<file path="config.mk">
export PLATFORM = sky130hd
export DESIGN_NAME = pc_sequencer
export DESIGN_NICKNAME = d
export VERILOG_FILES = /design/src/rtl/pc_sequencer.sv
export SDC_FILE = /design/constraint.sdc
export NUM_CORES = 1
export LEC_CHECK = 0
export ABC_CLOCK_PERIOD_IN_PS = 4900
export CAP_MARGIN = 25
export CORE_MARGIN = 5
export CORE_UTILIZATION = 45
export CTS_CLUSTER_DIAMETER = 40
export DETAILED_ROUTE_END_ITERATION = 10
export PLACE_DENSITY_LB_ADDON = 0.3
export SYNTH_ARGS = -nofsm -noshare
export SYNTH_HDL_FRONTEND = slang
export SYNTH_SLANG_ARGS = --single-unit
</file>
<file path="constraint.sdc">
create_clock -name clock -period 4.9 [get_ports clock]
set_input_delay 0.98 -clock clock [delete_from_list [all_inputs] [get_ports clock]]
set_output_delay 0.98 -clock clock [all_outputs]
set_load 0.1 [all_outputs]
</file>
<file path="src/rtl/pc_sequencer.sv">
// pc_sequencer: program-counter sequencer for the fetch front end.
// The PC advances by STEP once every DIVIDE clocks (the "update slot").
// Redirects arriving off-slot or while stalled are held in a single
// buffer (latest wins) and consumed at the next unstalled slot.
// Optional feature macro: PC_ALIGN_CHECK_EN -- rejects redirect targets
// that are not STEP-aligned at the consuming edge and pulses misaligned.
module pc_sequencer #(
  parameter int                 WIDTH        = 32,
  parameter logic [WIDTH-1:0]   RESET_VECTOR = '0,
  parameter int                 STEP         = 4,
  parameter int                 DIVIDE       = 5
) (
  input  logic             clock,
  input  logic             reset,
  input  logic             stall,
  input  logic             load,
  input  logic [WIDTH-1:0] load_address,
  output logic [WIDTH-1:0] address_out,
  output logic [WIDTH-1:0] address_next,
  output logic             tick,
  output logic             load_pending,
  output logic             misaligned
);

  localparam int              PW      = (DIVIDE > 1) ? $clog2(DIVIDE) : 1;
  localparam logic [PW-1:0]   PH_LAST = PW'(DIVIDE - 1);
  localparam logic [WIDTH-1:0] INC    = WIDTH'(STEP);

  logic [WIDTH-1:0] pc;
  logic [PW-1:0]    phase;
  logic             pending_valid;
  logic [WIDTH-1:0] pending_addr;

  logic             req_valid;
  logic [WIDTH-1:0] req_addr;
  logic             req_bad;
  logic             slot;

  assign tick         = (phase == '0);
  assign slot         = tick & ~stall;
  assign address_out  = pc;
  assign address_next = pc + INC;
  assign load_pending = pending_valid;

  // A live load always overrides the buffered redirect.
  assign req_valid = load | pending_valid;
  assign req_addr  = load ? load_address : pending_addr;

`ifdef PC_ALIGN_CHECK_EN
  // Low log2(STEP) bits must be zero; with STEP=1 the mask is empty.
  localparam logic [WIDTH-1:0] ALIGN_MASK = WIDTH'(STEP - 1);
  logic misaligned_q;

  assign req_bad    = |(req_addr & ALIGN_MASK);
  assign misaligned = misaligned_q;

  // Rejection flag: one-cycle pulse after a consuming edge drops a target.
  always_ff @(posedge clock) begin
    if (reset) misaligned_q <= 1'b0;
    else       misaligned_q <= slot & req_valid & req_bad;
  end
`else
  assign req_bad    = 1'b0;
  assign misaligned = 1'b0;
`endif

  // Slot phase counter: free-running, ignores stall and load.
  always_ff @(posedge clock) begin
    if (reset)                phase <= '0;
    else if (phase == PH_LAST) phase <= '0;
    else                      phase <= phase + 1'b1;
  end

  // PC update and redirect buffer: update at an unstalled slot, otherwise capture.
  always_ff @(posedge clock) begin
    if (reset) begin
      pc            <= RESET_VECTOR;
      pending_valid <= 1'b0;
      pending_addr  <= '0;
    end else if (slot) begin
      pending_valid <= 1'b0;
      if (req_valid && !req_bad) pc <= req_addr;
      else                       pc <= pc + INC;
    end else if (load) begin
      pending_valid <= 1'b1;
      pending_addr  <= load_address;
    end
  end

endmodule

</file>
* Word-level counts from Yosys, hierarchy flattened
Index checks and enable logic that the tools add are counted.
Storage, ports and cells: bits in registers 68, latch bits 0, RAM bits 0, bits in read-only memories 0, output and inout bits 67, memories kept 0
Cells by class: $add $sub $neg 2, multipliers 0, div/mod/pow operators 0, magnitude comparators 0, equality and inequality tests 1, shift-type cells 0, muxes and demuxes 2, bitwise gates (word level) 3, reductions and logical operators 3
Operators with widths (number):
- $mux 32 | 2
- $add 32x3->32 const B | 1
- $reduce_or 2->1 | 2
- $add 3x1->3 const B | 1
- $eq 3x3->1 const B | 1
- $logic_not 3->1 | 1
- $and 1x1->1 | 1
- $not 1->1 | 1
- $or 1x1->1 | 1

* Logic depth before layout (Yosys ltp)
word-level depth 3, gate-level depth with buffers 9

* Worst setup path before layout
Ideal clock, no wire load.
path type flip-flop to output port, from register pc[9], in the netlist address_out[9], to output port address_next[31], data arrival time 3933 ps, slack -13 ps, stages on the path, launching flop included 7, path buffers 2, path through dfxtp_1 -> buf_2 -> and4_1 -> buf_4 -> nand4_1 -> or4_4 -> xnor2_1
On the way: longest elaborated chain between the ends 1
RTL lines:
- start: declaration | line 29 | logic [WIDTH-1:0] pc;
- start signal: assignment | line 82 | if (req_valid && !req_bad) pc <= req_addr;
- start signal: assignment | line 83 | else pc <= pc + INC;
- $add 32x3->32 | line 42 | assign address_next = pc + INC;
- end: declaration | line 19 | output logic [WIDTH-1:0] address_next,
No other way between the ends.

* Worst setup path in the final report
from register pc[2], in the netlist address_out[2], to output port address_next[18]
Same word-level chain as after synthesis.

==> impl_metrics.json <==
{
  "status": "completed",
  "via_per_inst": 5.75,
  "setup-violations-final": 0,
  "swShare_pct": 43.9,
  "layout_common_cells": "clkdlybuf4s50_1, nand2_1, dfxtp_1, a21oi_1, nor2_1",
  "power.net_switching_uw": 806,
  "rows": 33,
  "post_cts_resize_count": 0,
  "vias": 3913,
  "fin_crit_sh_pct": 82.4,
  "die-area_sq_um": 10400,
  "netlist_area_sq_um": 3790,
  "ios": 103,
  "worstPathRequired_ps": 3920,
  "rsz0062_at_grt": "false",
  "grt_max_degree": 39,
  "ctsHoldBuffers": 0,
  "insertion_delay_ps": 350,
  "cp-start-kind": "flip-flop",
  "drive_gt1_share_pct": 8.87,
  "cts_root_buf": "clkbuf_8",
  "drc": 0,
  "seq_power_share_pct": 35.6,
  "fin_cells": 680,
  "crit_type": "flip-flop to output port",
  "synth-edff-count": 0,
  "power_frac_comb_pct": 37.9,
  "hpwlAfterDp_microns": 8350,
  "cts_tree": "yes",
  "ys_async_sr_fraction_pct": 0,
  "worstPathMaxFanout": 8,
  "grt_pass1_vias": 3478,
  "p_clk_share_pct": 26.5,
  "antenna_cells": 0,
  "antenna_found_initial": 1,
  "yosys.cell_types.count": 51,
  "portBuffers": 101,
  "total_power_mw": 1.83,
  "relSlewSlack_pct": 32.7,
  "synth_fp_nets": 535,
  "grt_pass1_wl_microns": 18300,
  "cts_num_sinks": 68,
  "drt-initial-drc-count": 379,
  "layout.nets": 609,
  "skew_ps": 5.87,
  "p_leak_nw": 1.80,
  "min_period_ps": 4040,
  "syn2layout_area_growth_pct": 31.1,
  "n_fill_cell": 753,
  "fmax_mhz": 248,
  "crit_arrival_ps": 3060,
  "internal_power_mw": 1.03,
  "start_util_pct": 46.2,
  "ys_seq_elements": 68,
  "die_h_microns": 102,
  "power_density_nw_per_um2": 369,
  "cp-end-kind": "output port",
  "irDropWorstVdd_uv": 191,
  "drtAntennaViolNets": 0,
  "cap_violations": 0,
  "dominantRegCellSynth": "dfxtp_1",
  "synth-seq-area-share_pct": 35.9,
  "cts_buffers": 9,
  "yosysWarnings": 0,
  "gr-total-overflow": 0,
  "hp-class": "flip-flop to flip-flop",
  "clk_pin_slew_ps": 80,
  "final-max-slew-violation-count": 0,
  "htreeDepth": 3,
  "clk_path_buf_depth": 2,
  "fin_setup_tns_ps": 0,
  "synthCells": 496,
  "dpl.cell_count": 664,
  "post_cts_buffers": 0,
  "die_x_microns": 102,
  "layout.cells.most_common": "clkdlybuf4s50_1",
  "worst_pin_slew_ps": 1010,
  "finalWirelength_microns": 11800,
  "synth_area_per_cell_sq_um": 7.65,
  "gp_congestion": 0.815,
  "track_usage_pct": 22.5,
  "finalHoldViolCount": 0,
  "post_drt_wl_per_cell_microns": 17.4,
  "core_area_sq_um": 8220,
  "dr.pass1.iters": 5
}
==> cells by family after synthesis <==
group                    after synthesis  synth area share [%]
buffers and inverters                 59                  6.60
AND/OR/NAND/NOR                      178                  21.6
multiplexers                          15                  3.99
AO/OA/AOI/OAI                        144                  24.3
adder cells (fa/ha/maj)                3                 0.990
other                                  1                0.0988
XOR/XNOR                              28                  6.46
flip-flops                            68                  35.9
==> per-stage QoR <==
stage          hold slack, ps  util (%)  cell area [sq um]  worst slack [ps]
2_1_floorplan             431         -               3800               117
3_3_place_gp              437      57.8               4750              1320
3_5_place_dp              442      58.0               4760              1220
4_1_cts                   454      60.5               4970               839
5_1_grt                   473      60.5               4970               689
6_report                  453      60.5               4970               861
==> final timing paths <==
path         slack (ps)                         start  cells after the start                             to
max                 860   address_out[2]$_SDFFE_PP0P_                      6               address_next[18]
min                 450  pending_addr[5]$_SDFFE_PP0N_                      2   pending_addr[5]$_SDFFE_PP0N_
max reg2reg        2350           phase[0]$_SDFF_PP0_                      7  pending_addr[24]$_SDFFE_PP0N_
min reg2reg         450  pending_addr[5]$_SDFFE_PP0N_                      2   pending_addr[5]$_SDFFE_PP0N_
==> registers in the layout, summed over array words and instances (netlist names) <==
name / count
address_out: 32
phase: 3
load_pending: 1
pending_addr: 32
==> critical path, stage by stage (launching register included) <==
cell             delay (ps)
dfxtp_1                 470
ha_1                    290
nand3_1                 200
nor2_1                  220
nand4_1                 200
xnor2_1                 180
clkdlybuf4s50_1        1150
==> metal layers <==
layer,global-route usage [%],vias up,wire length [microns]
met4,5.55,2,145
met2,34.9,180,5440
li1,-,1906,-
met1,31.7,1805,5200
met5,0,-,7
met3,5.53,20,1030
==> power groups by stage <==
stage	Combinational, mW	Clock [mW]	Sequential, mW
after floorplan	0.366	0	0.816
after global placement	0.685	0	0.662
after detailed placement	0.691	0	0.665
after CTS	0.693	0.494	0.652
after global routing	0.724	0.518	0.661
final	0.694	0.486	0.654
==> layout make-up <==
type | instances | area [sq um] | area share (%)
Sequential cell | 68 | 1360 | 27.4
Clock inverter | 6 | 71.3 | 1.43
Timing Repair Buffer | 107 | 1020 | 20.5
Clock buffer | 10 | 138 | 2.77
Inverter | 15 | 56.3 | 1.13
Tap cell | 105 | 131 | 2.64
Multi-Input combinational cell | 369 | 2190 | 44.1
==> cell usage after synthesis, drive strengths merged (5+ instances only) <==
| cell | number | area, sq um |
|---|---|---|
| nor3 | 14 | 70.1 |
| xor2 | 10 | 87.6 |
| and4 | 5 | 43.8 |
| xnor2 | 18 | 158 |
| buf | 11 | 66.3 |
| inv | 15 | 56.3 |
| a211oi | 6 | 45.0 |
| a21oi | 50 | 250 |
| a221o | 9 | 90.1 |
| clkbuf | 33 | 128 |
| nand3 | 14 | 70.1 |
| mux2i | 14 | 140 |
| dfxtp | 68 | 1360 |
| nand2 | 78 | 295 |
| a22oi | 5 | 37.5 |
| nor2 | 38 | 143 |
| o22ai | 7 | 43.8 |
| o21ai | 32 | 160 |
| nand4 | 8 | 50.1 |
Note: power is estimated with default switching activity, not from simulation.
